### src/rtl/add_accum_16.sv
// Streaming multi-operand summer around the external 16-bit adder.
// Optional ACC_SATURATE_EN clamps the accumulator to all-ones on carry.
module add_accum_16 #(
   parameter int WIDTH = 16,
   parameter int CNT_W = 8
) (
   input  logic             clk,
   input  logic             rst_n,
   input  logic             start,
   input  logic             in_valid,
   output logic             in_ready,
   input  logic [WIDTH-1:0] in_data,
   input  logic             in_last,
   output logic [WIDTH-1:0] add_a,
   output logic [WIDTH-1:0] add_b,
   output logic             add_cin,
   input  logic [WIDTH-1:0] add_sum,
   input  logic             add_cout,
   output logic             out_valid,
   input  logic             out_ready,
   output logic [WIDTH-1:0] out_sum,
   output logic [CNT_W-1:0] out_carries,
   output logic [CNT_W-1:0] out_ops
);

   typedef enum logic [1:0] {
      IDLE  = 2'd0,
      ACCUM = 2'd1,
      DONE  = 2'd2
   } state_t;

   state_t           state_q, state_d;
   logic [WIDTH-1:0] acc_q, acc_d;
   logic [CNT_W-1:0] carry_cnt_q, carry_cnt_d;
   logic [CNT_W-1:0] op_cnt_q, op_cnt_d;
   logic             in_ready_q, in_ready_d;
   logic             out_valid_q, out_valid_d;
   logic [WIDTH-1:0] out_sum_q, out_sum_d;
   logic [CNT_W-1:0] out_carries_q, out_carries_d;
   logic [CNT_W-1:0] out_ops_q, out_ops_d;

   logic             accept;
   logic [WIDTH-1:0] beat_acc;
   logic [CNT_W-1:0] beat_carry;
   logic [CNT_W-1:0] beat_ops;

   // Adder operands come straight from the accumulator and the stream
   assign add_a   = acc_q;
   assign add_b   = in_data;
   assign add_cin = 1'b0;

   assign in_ready    = in_ready_q;
   assign out_valid   = out_valid_q;
   assign out_sum     = out_sum_q;
   assign out_carries = out_carries_q;
   assign out_ops     = out_ops_q;

   // Per-beat update values: new accumulator and both counters
   always_comb begin
      accept = (state_q == ACCUM) && in_valid;
`ifdef ACC_SATURATE_EN
      beat_acc = add_cout ? {WIDTH{1'b1}} : add_sum;
`else
      beat_acc = add_sum;
`endif
      if (carry_cnt_q == {CNT_W{1'b1}}) begin
         beat_carry = carry_cnt_q;
      end else begin
         beat_carry = carry_cnt_q + {{(CNT_W-1){1'b0}}, add_cout};
      end
      beat_ops = op_cnt_q + {{(CNT_W-1){1'b0}}, 1'b1};
   end

   // Next-state logic for the group FSM and the result registers
   always_comb begin
      state_d       = state_q;
      acc_d         = acc_q;
      carry_cnt_d   = carry_cnt_q;
      op_cnt_d      = op_cnt_q;
      out_sum_d     = out_sum_q;
      out_carries_d = out_carries_q;
      out_ops_d     = out_ops_q;
      unique case (1'b1)
         (state_q == IDLE): begin
            if (start) begin
               acc_d       = '0;
               carry_cnt_d = '0;
               op_cnt_d    = '0;
               state_d     = ACCUM;
            end
         end
         (state_q == ACCUM): begin
            if (accept) begin
               acc_d       = beat_acc;
               carry_cnt_d = beat_carry;
               op_cnt_d    = beat_ops;
               if (in_last) begin
                  out_sum_d     = beat_acc;
                  out_carries_d = beat_carry;
                  out_ops_d     = beat_ops;
                  state_d       = DONE;
               end
            end
         end
         (state_q == DONE): begin
            if (out_ready) begin
               state_d = IDLE;
            end
         end
         default: begin
            state_d = IDLE;
         end
      endcase
      in_ready_d  = (state_d == ACCUM);
      out_valid_d = (state_d == DONE);
   end

   // State and registered outputs; reset wins over everything
   always_ff @(posedge clk) begin
      if (!rst_n) begin
         state_q       <= IDLE;
         acc_q         <= '0;
         carry_cnt_q   <= '0;
         op_cnt_q      <= '0;
         in_ready_q    <= 1'b0;
         out_valid_q   <= 1'b0;
         out_sum_q     <= '0;
         out_carries_q <= '0;
         out_ops_q     <= '0;
      end else begin
         state_q       <= state_d;
         acc_q         <= acc_d;
         carry_cnt_q   <= carry_cnt_d;
         op_cnt_q      <= op_cnt_d;
         in_ready_q    <= in_ready_d;
         out_valid_q   <= out_valid_d;
         out_sum_q     <= out_sum_d;
         out_carries_q <= out_carries_d;
         out_ops_q     <= out_ops_d;
      end
   end

endmodule

### config.mk
export PLATFORM = sky130hd
export DESIGN_NAME = add_accum_16
export DESIGN_NICKNAME = d
export VERILOG_FILES = /design/src/rtl/add_accum_16.sv
export SDC_FILE = /design/constraint.sdc
export NUM_CORES = 1
export LEC_CHECK = 0
export CORE_MARGIN = 2
export CORE_UTILIZATION = 47
export CTS_CLUSTER_DIAMETER = 50
export CTS_CLUSTER_SIZE = 16
export DETAILED_ROUTE_END_ITERATION = 8
export GPL_ROUTABILITY_DRIVEN = 0
export PLACE_DENSITY = 0.84
export SYNTH_ARGS = -nofsm -noshare
export SYNTH_HDL_FRONTEND = slang
export SYNTH_SLANG_ARGS = --single-unit
### constraint.sdc
create_clock -name clk -period 2.6 [get_ports clk]
set_input_delay 0.78 -clock clk [delete_from_list [all_inputs] [get_ports clk]]
set_output_delay 0.78 -clock clk [all_outputs]
set_load 0.01 [all_outputs]
# Word-level counts from Yosys, hierarchy flattened

Cells that the tools add are included.

$add $sub $neg: 2
Equality and inequality tests: 7
Mux-type cells: 14
Reductions and logical operators: 5

Operators by type and width:

| kind                                                            | count |
|---|---|
| 16-bit 2-to-1 mux                                               | 2 |
| 8-bit 2-to-1 mux                                                | 4 |
| 16-bit one-hot mux with 2 select lines                          | 1 |
| 8-bit one-hot mux with 2 select lines                           | 2 |
| 8-bit by 1-bit adder with 8-bit output                          | 1 |
| 8-bit by 1-bit adder with 8-bit output, second input constant   | 1 |
| 8-bit == test, second input constant                            | 1 |
| 2-bit 2-to-1 mux                                                | 4 |
| 2-bit one-hot mux with 3 select lines                           | 1 |
| 3-bit AND reduction                                             | 2 |
| 2-bit by 1-bit == test with 1-bit output, second input constant | 2 |
| 2-bit == test, second input constant                            | 2 |
| 2-bit inequality test, second input constant                    | 2 |
| 2-bit logical NOT                                               | 1 |
| 2-bit nonzero test                                              | 1 |
| 1-bit logical AND                                               | 1 |

Register bits: 68
Output and inout port bits: 67
Word-level logic and storage cells: 37

# Logic depth before layout (Yosys ltp)

Gate-level depths: netlist (run 1).

Depth in word-level cells: 5
Gate-level depth with buffers: 7
Gate-level depth less buffers: 6

# Worst setup path before layout (run 1)

Ideal clock, no wire load.

Kind: input port to flip-flop
Start point: input add_cout
End point: register carry_cnt_q[4]
Library setup time: 0.132 ns
Arrival: 1.685 ns
Required time: 2.468 ns
Slack: 0.782 ns
Stages on the path: 6
Cell sequence: ha_1 ha_1 nand3_1 and2_1 o21ai_0 a21oi_1

Cells in the longest elaborated chain, start to end: 4

Ends and longest elaborated chain:

| item                                   | line | RTL |
|---|---|---|
| from (decl)                            | 18   | `input logic add_cout,` |
| 8-bit by 1-bit adder with 8-bit output | 69   | `beat_carry = carry_cnt_q + {{(CNT_W-1){1'b0}}, add_cout};` |
| 8-bit 2-to-1 mux                       | 66   | `if (carry_cnt_q == {CNT_W{1'b1}}) begin` |
| 8-bit 2-to-1 mux                       | 93   | `if (accept) begin` |
| 8-bit one-hot mux with 2 select lines  | 83   | `unique case (1'b1)` |
| to (signal assigned)                   | 133  | `carry_cnt_q <= carry_cnt_d;` |
| to (decl)                              | 34   | `logic [CNT_W-1:0] carry_cnt_q, carry_cnt_d;` |

Every way passes these cells. The select of a mux whose other input is x is not followed.
A chain may end at the register's enable or synchronous reset.

# Final worst setup path (run 1)

Start point: input in_valid
End point: register out_ops_q[4], in the netlist out_ops[4]

Cells in the longest elaborated chain, start to end: 2

Ends and longest elaborated chain:

| item                                 | line | RTL |
|---|---|---|
| from (decl)                          | 10   | `input logic in_valid,` |
| 1-bit logical AND                    | 60   | `accept = (state_q == ACCUM) && in_valid;` |
| 3-bit AND reduction (no source line) | n/a  |  |
| to (signal assigned)                 | 139  | `out_ops_q <= out_ops_d;` |
| to (decl)                            | 40   | `logic [CNT_W-1:0] out_ops_q, out_ops_d;` |

Every way passes these cells.

==> flow_summary.ini, run 1 <==
[status]
status = complete, no violations

[final_layout]
syn2layout_area_growth_pct = 30.9
nNetsFinal = 428
stdcell_area_um2 = 3720
regArea_um2 = 1360
drive_above_1_share_pct = 7.93
multi_input_area_um2 = 1220
num-fill-cells = 533
antenna_cells_inserted = 0

[setup_path]
reg2regPathDepth = 6
worstPathRequired_ns = 2.87
path_class = input pin to register
regToRegStartpoint = carry_cnt_q[0]$_SDFFE_PN0P_
crit_path_end_kind = register
worstReg2RegEnd = carry_cnt_q[4]$_SDFFE_PN0P_
arrival_ns = 2.34
cp_max_fo = 39
cp-start-kind = input pin
ff2ff_setup_slack_ns = 1.05

[synth]
ys_seq_elements = 68
synth_cells = 335
synth_most_common_cell = dfxtp_1
synth_largest_area_cell = dfxtp_1
synth_top_area_share_pct = 47.9
synth_warnings = 0
yosysUniqueCellTypes = 40
synth_area_leaders = dfxtp_1 (48%), a21oi_1 (7.0%), nand2_1 (5.8%), buf_4 (5.0%), o21ai_0 (4.2%)
synth_edf_count = 0
syn_area_um2 = 2840
ys_top_cells_by_count = dfxtp_1 (68), nand2_1 (44), a21oi_1 (40)
ys_async_sr_fraction_pct = 0
seq_area_frac_synth_pct = 47.9
syn-mean-instance-area_um2 = 8.49
ys.flop_type = dfxtp_1
synth_fp_nets = 377

[timing]
tns_ns = 0
period_share_pct = 79.7
fin_crit_ns = 2.07
rsz0062_at_grt = false
hold_viol_final = 0
max_freq_mhz = 482
finalSetupViolations = 0
maxSlewViolCount = 0
skew_ns = 0.0140

[clock_tree]
clkTransAtPathRegs_ns = 0.07
post_cts_resized = 0
numCtsBuffers = 9
clk_path_buf_depth = 2
postCtsHoldBufs = 0
numClockSinks = 68
cts_root_buf = clkbuf_8
cts_setup_buffers = 0
cts_tree = built
htree_levels = 3
clk-insertion-delay-late_ns = 0.36

[min_path]
hold_path_class = register to register
hold_start = out_sum[15]$_SDFFE_PN0P_
min_to = out_sum[15]$_SDFFE_PN0P_
hold_depth = 2

[drt]
drt_iter0_markers = 166
dr_total_vias = 2487
dr.pass1.iters = 4
vias_per_cell = 5.34
wire_per_inst_um = 14.4
drcViolationCount = 0
antenna_left = 0
routed_wl_um = 6700

[job]
drv_cap = 0

[die]
rows = 28
start_util_pct = 48.3
die_x_um = 81.8
num_io_pins = 106
die_h_um = 81.8
core_area_um2 = 5890
die-area_um2 = 6690

[power]
power_density_nw_per_um2 = 643
ir_drop_v = 0.000369
clockPowerShare_pct = 44.8
internal_power_mw = 1.83
power_frac_seq_pct = 45.5
switching_share_pct = 23.4
power.share.combinational_pct = 9.7
p_sw_mw = 0.561
p_leak_nw = 1.31

[place]
port_buffers = 72
dp_hpwl_um = 4590
place_area_um2 = 3470

[global_routing]
grt_overflow = 0
gr-usage-met2_pct = 33.1
grt_pass1_wl_um = 10800
gr-max-usage-layer = met2
grt_pass1_vias = 2365
grt_usage_pct = 21.1
grt_use_met1_pct = 25.8
antenna_found_initial = 0
grt_max_degree = 40
grt_util_met3_pct = 8.35
## cell families (layout without fill, tap and decap cells)
| logic type | count (synthesis) | after routing | synth area share [%] |
|---|---|---|---|
| XOR/XNOR | 11 | 11 | 3.39 |
| flip-flops | 68 | 68 | 47.9 |
| adder cells (fa/ha/maj) | 3 | 3 | 1.32 |
| multiplexers | 1 | 1 | 0.396 |
| AND/OR/NAND/NOR | 118 | 118 | 19.3 |
| AO/OA/AOI/OAI | 91 | 91 | 18.3 |
| other | 1 | 1 | 0.132 |
| buffers and inverters | 42 | 98 | 9.24 |
## worst max path at each step
stage                     startpoint                           to  slack (ns)
6_report                    in_valid      out_ops[4]$_SDFFE_PN0P_        0.53
5_1_grt                     in_valid      out_ops[2]$_SDFFE_PN0P_        0.35
4_1_cts        add_a[1]$_SDFFE_PN0P_                     add_a[1]        0.52
3_5_place_dp                in_valid      out_ops[2]$_SDFFE_PN0P_        0.18
3_3_place_gp                add_cout  carry_cnt_q[4]$_SDFFE_PN0P_        0.22
2_1_floorplan               add_cout  carry_cnt_q[4]$_SDFFE_PN0P_        0.78
## worst max-delay path, cell delays in order
cell	delay (ns)
clkdlybuf4s50_1	0.58
and3b_1	0.25
and2_4	0.41
nor2_1	0.08
a211oi_1	0.21
## cell type report
type                       count  area share, %
clock buffer                   9           3.33
multi-input combinational    225           32.7
tap                           75           2.52
sequential                    68           36.6
inverter                       2          0.202
timing repair buffer          80           21.3
clock inverter                 7           3.33
## routing by layer
layer  up-vias  routed length [um]
met5         -                   0
met4         0                  96
met3        10                 552
met2        80                3140
met1      1157                2920
li1       1240                   -
## layout by cell type, fill, tap and decap left out, drive strengths merged, types with 2 or more instances in the layout
cell type and n:
o21ai 25, clkdlybuf4s50 72, a21oi 40, xnor2 3, nor3 6, and3 5, clkbuf 9, clkinv 2
nand4 5, nor4 2, nand3b 2, a22oi 15, dfxtp 68, buf 8, nor2 33, bufinv 3
nand2 45, o21a 2, inv 3, ha 3, nand3 12, and2 4, o22a 2, o22ai 2
xor2 8, a211oi 3
## power by group through the flow
stage | registers (mW) | logic (mW) | clock network [mW]
2_1_floorplan | 1.12 | 0.128 | 0
5_1_grt | 1.09 | 0.253 | 1.13
3_5_place_dp | 1.11 | 0.233 | 0
6_report | 1.09 | 0.232 | 1.07
3_3_place_gp | 1.11 | 0.229 | 0
4_1_cts | 1.09 | 0.234 | 1.09
## metrics by stage
| step | util [%] | hold WS [ns] | std cells | total power [mW] | worst slack, ns |
|---|---|---|---|---|---|
| after floorplan | - | 0.444 | 335 | 1.25 | 0.782 |
| after global placement | 59.0 | 0.442 | 450 | 1.34 | 0.220 |
| after detailed placement | 59.0 | 0.449 | 450 | 1.35 | 0.179 |
| after CTS | 63.2 | 0.458 | 466 | 2.41 | 0.524 |
| after global routing | 63.2 | 0.478 | 466 | 2.48 | 0.354 |
| final | 63.2 | 0.460 | 466 | 2.39 | 0.527 |
## state kept, by name, summed over array words and instances (netlist names)
signal       cells
out_valid        1
add_a           16
op_cnt_q         8
out_sum         16
carry_cnt_q      8
out_carries      8
in_ready         1
state_q          2
out_ops          8
No activity file was read; power rests on OpenSTA's default activity.
==> inputs of run 2 (changes only) <==
- CORE_UTILIZATION: 47 -> 40
- PLACE_DENSITY: 0.84 -> 0.76
- clock period: 2.6 -> 1.9 ns (I/O delays scaled with it)
==> run 2 against run 1 <==
Net effect: total power rose by 21%; clock power barely moved; routed wire length rose by 3.7%; critical path type is now register to primary output; sequential power is 37% higher; clock-buffer cell count is 4 higher; largest power group unchanged.
==> flow_summary.ini, run 2 (same netlist as run 1, synthesis figures left out) <==
[timing]
maxSlewViolCount = 0
skew_ns = 0.00763
hold_viol_final = 0
hold_slack_ns = 0.455
rsz0062_at_grt = false
fin_crit_ns = 1.81
max_freq_mhz = 554
period_share_pct = 95.1
finalSetupViolations = 0

[setup_path]
arrival_ns = 1.24
ff2ff_setup_slack_ns = 0.43
cp.depth = 1
crit_path_end_kind = primary output
worstReg2RegEnd = carry_cnt_q[2]$_SDFFE_PN0P_
regToRegStartpoint = state_q[0]$_SDFF_PN0_
crit_chain = clkdlybuf4s50_1
crit_slowest_cell = clkdlybuf4s50_1
max_stage_delay_ns = 0.56
reg2regPathDepth = 5
worstPathRequired_ns = 1.33
crit_family = buffers and inverters
cp-start-kind = register
timing.critical_path.buf_inv = 1
cp_max_fo = 2
path_class = register to primary output

[clock_tree]
clk_path_buf_depth = 2
cts_root_buf = clkbuf_8
numClockSinks = 68
htree_levels = 3
clkTransAtPathRegs_ns = 0.07
clk-insertion-delay-late_ns = 0.34
cts_tree = built
cts_setup_buffers = 0
numCtsBuffers = 9

[die]
die_h_um = 88.3
rows = 30
die-area_um2 = 7800
num_io_pins = 106
die_x_um = 88.3
core_area_um2 = 6830
start_util_pct = 41.6

[place]
dpl.cell_count = 487
dp_hpwl_um = 4960
port_buffers = 72

[drt]
routed_wl_um = 6950
dr.pass1.iters = 4
drt_iter0_markers = 131
dr_total_vias = 2519
antenna_left = 0
drcViolationCount = 0
wire_per_inst_um = 13.8
vias_per_cell = 5.02

[power]
power_density_nw_per_um2 = 753
ir_drop_v = 0.000489
p_leak_nw = 1.37

[status]
status = complete, no violations

[global_routing]
grt_pass1_wl_um = 11800
grt_max_degree = 27
grt_overflow = 0
grt_usage_pct = 19.4
antenna_found_initial = 0
grt_pass1_vias = 2542

[final_layout]
nNetsFinal = 444
drive_above_1_share_pct = 11.1
final_cells = 502
final_common_cell = clkdlybuf4s50_1
num-fill-cells = 622
antenna_cells_inserted = 0
syn2layout_area_growth_pct = 35.2
final_cell_mix = clkdlybuf4s50_1 (72), dfxtp_1 (68), nand2_1 (44)

[min_path]
min_to = out_sum[14]$_SDFFE_PN0P_
hold_start = out_sum[14]$_SDFFE_PN0P_
hold_depth = 2
hold_path_class = register to register

[job]
drv_cap = 0
run 2: metrics by stage:
step                total power, mW  setup WS, ns  instance area (um2)  TNS (ns)  util (%)
floorplan                      1.71         0.292                 2840         0         -
global placement               1.87        -0.179                 3670     -1.97      53.7
detailed placement             1.87        -0.243                 3670     -3.81      53.7
CTS                            2.92        0.0753                 3840         0      56.2
global route                   3.03       0.00551                 3840         0      56.2
finish                         2.89        0.0936                 3840         0      56.2
run 2: how the worst max path moves through the flow:
stage	from	endpoint	slack [ns]
after CTS	add_a[5]$_SDFFE_PN0P_	add_a[5]	0.08
after global routing	add_cout	carry_cnt_q[7]$_SDFFE_PN0P_	0.006
after floorplan	add_cout	carry_cnt_q[4]$_SDFFE_PN0P_	0.29
after global placement	add_cout	carry_cnt_q[4]$_SDFFE_PN0P_	-0.18
final	add_a[5]$_SDFFE_PN0P_	add_a[5]	0.09
after detailed placement	add_cout	carry_cnt_q[4]$_SDFFE_PN0P_	-0.24
run 2: worst reg2reg max path: cells and delay by family (launching register included):
kind	cells	cell delay [ns]
AO/OA/AOI/OAI	2	0.27
buffers and inverters	1	0.15
flip-flops	1	0.49
multiplexers	1	0.38
AND/OR/NAND/NOR	1	0.11
run 2: layout make-up:
type / count / area, um2 / share of cell area [%]
clock buffers: 13 / 159 / 4.14
well taps: 96 / 120 / 3.13
inverters: 2 / 7.51 / 0.195
clock inverters: 2 / 10.0 / 0.261
flip-flops and latches: 68 / 1360 / 35.4
multi-input cells: 225 / 1220 / 31.8
repair buffers: 96 / 963 / 25.1
run 2: what timing repair did:
item / 4_1_cts / 5_1_grt
hold buffers: 0 / 0
hold endpoints to repair: 0 / 0
resized for setup: 0 / 1
setup endpoints to repair: 0 / 2
run 2: where the power goes:
group	internal [mW]	leakage [nW]	switching (mW)
Sequential	1.47	0.551	0.0256
Combinational	0.187	0.732	0.162
Clock	0.535	0.0893	0.518
run 2: layer usage:
layer / vias to the layer above / global-route usage [%] / part of all wire (%)
met4: 0 / 8.82 / 1.8
met3: 9 / 9.42 / 11
li1: 1271 / - / -
met2: 100 / 30.4 / 45
met1: 1139 / 22.4 / 43
met5: - / 0 / 0
==> inputs of run 3 (changes only) <==
- CELL_PAD_IN_SITES_DETAIL_PLACEMENT: default -> 0
- CELL_PAD_IN_SITES_GLOBAL_PLACEMENT: default -> 2
- CORE_UTILIZATION: 40 -> 22
- PLACE_DENSITY: 0.76 -> default
- PLACE_DENSITY_LB_ADDON: default -> 0.1
==> run 3 against run 2 <==
Net effect: worst hold slack got worse by 0.0010 ns; total power rose by 16%; combinational power up 3%; largest power group unchanged; critical path type unchanged; critical endpoint is now out_sum[0]; highest routed layer unchanged; via count up 1.6%; worst setup slack improved by 0.0095 ns; cell count is 17% higher; critical path depth unchanged; sequential share of layout area down 2.0 points; die area grew 78%; sequential power about the same.
==> flow_summary.ini, run 3 (same netlist as run 1, synthesis figures left out) <==
[die]
core_area_um2 = 12600
rows = 41
start_util_pct = 22.5
die_x_um = 118
num_io_pins = 106
die-area_um2 = 13800
die_h_um = 118

[drt]
routed_wl_um = 8590
dr_total_vias = 2560
drt_iter0_markers = 91
drcViolationCount = 0
dr.pass1.iters = 6
vias_per_cell = 4.38
antenna_left = 0
wire_per_inst_um = 14.7

[power]
ir_drop_v = 0.000350
power_density_nw_per_um2 = 821
switching_share_pct = 23.6
total_power_mw = 3.34
p_leak_nw = 1.45
p_sw_mw = 0.790
power_frac_seq_pct = 44.8
internal_power_mw = 2.55
clockPowerShare_pct = 44.5
power.share.combinational_pct = 10.8

[final_layout]
syn2layout_area_growth_pct = 43.2
final_common_cell = clkdlybuf4s50_1
final_cell_mix = clkdlybuf4s50_1 (72), dfxtp_1 (68), nand2_1 (44)
antenna_cells_inserted = 0
utilization_pct = 32.3
nNetsFinal = 452
stdcell_area_um2 = 4070
final_cells = 585
drive_above_1_share_pct = 12.6

[setup_path]
crit_path_end_kind = primary output
crit_slowest_cell = clkdlybuf4s50_1
crit_family = buffers and inverters
max_stage_delay_ns = 0.57
crit_chain = clkdlybuf4s50_1
regToRegStartpoint = carry_cnt_q[5]$_SDFFE_PN0P_
reg2regPathDepth = 5
timing.critical_path.buf_inv = 1
cp-start-kind = register
arrival_ns = 1.23
path_class = register to primary output
cp_max_fo = 2
worstPathRequired_ns = 1.33
ff2ff_setup_slack_ns = 0.38
cp.depth = 1
worstSetupStartpoint = out_sum[0]$_SDFFE_PN0P_

[clock_tree]
numClockSinks = 68
htree_levels = 3
postCtsHoldBufs = 0
cts_root_buf = clkbuf_16
cts_tree = built
clkTransAtPathRegs_ns = 0.05
clk_path_buf_depth = 2
post_cts_resized = 0
cts_setup_buffers = 0
clk-insertion-delay-late_ns = 0.34
numCtsBuffers = 9

[timing]
finalSetupViolations = 0
tns_ns = 0
hold_viol_final = 0
skew_ns = 0.00895
hold_slack_ns = 0.454
max_freq_mhz = 557
period_share_pct = 94.6
rsz0062_at_grt = false
fin_crit_ns = 1.80
worst_slack_ns = 0.103
maxSlewViolCount = 0

[min_path]
hold_depth = 2
hold_path_class = register to register
hold_start = out_ops[1]$_SDFFE_PN0P_

[status]
status = complete, no violations

[global_routing]
grt_util_met3_pct = 5.86
grt_max_degree = 26
antenna_found_initial = 0
grt_overflow = 0
gr-usage-met2_pct = 19.9
grt_pass1_vias = 2656
grt_pass1_wl_um = 14100
grt_use_met1_pct = 15.8
grt_usage_pct = 13.0
gr-max-usage-layer = met2

[place]
place_ws_ns = -0.172
port_buffers = 72
dp_hpwl_um = 6030
place_area_um2 = 3810
dpl.cell_count = 571

[job]
drv_cap = 0
[run 3: cell count changes in the layout (fill, tap and decap cells not counted)]
cell and change:
clkbuf_8 -10, ha_1 +1, clkinv_2 +1, buf_12 -1, ha_2 -1, clkbuf_1 -1
clkbuf_16 +9, buf_4 +9
[run 3: final timing paths]
check | endpoint
hold / removal | out_ops[1]$_SDFFE_PN0P_
hold reg to reg | out_ops[1]$_SDFFE_PN0P_
setup / recovery | out_sum[0]
setup reg to reg | out_carries[1]$_SDFFE_PN0P_
[run 3: area by class of cell]
class	count	area, um2
sequential	68	1360
multi-input combinational	225	1220
fill	1373	8550
clock buffer	11	243
inverter	2	7.51
tap	172	215
clock inverter	3	15.0
timing repair buffer	104	1010
[run 3: metal layers]
layer / part of all wire, % / wire, um
met5: 0 / 0
met4: 1.9 / 161
met3: 7.6 / 649
met2: 43 / 3700
met1: 47 / 4070
[run 3: worst reg2reg max path, cell delays in order (launching register included)]
cell and delay (ns):
dfxtp_1 0.45, nand4_1 0.21, nor2_2 0.38, nor3_1 0.10, buf_4 0.15, nor3_1 0.14
[run 3: power by group through the flow]
stage	combinational, mW	sequential, mW	clock [mW]
detailed placement	0.367	1.53	0
floorplan	0.175	1.54	0
global placement	0.366	1.53	0
global route	0.394	1.50	1.62
CTS	0.369	1.50	1.55
finish	0.360	1.50	1.49
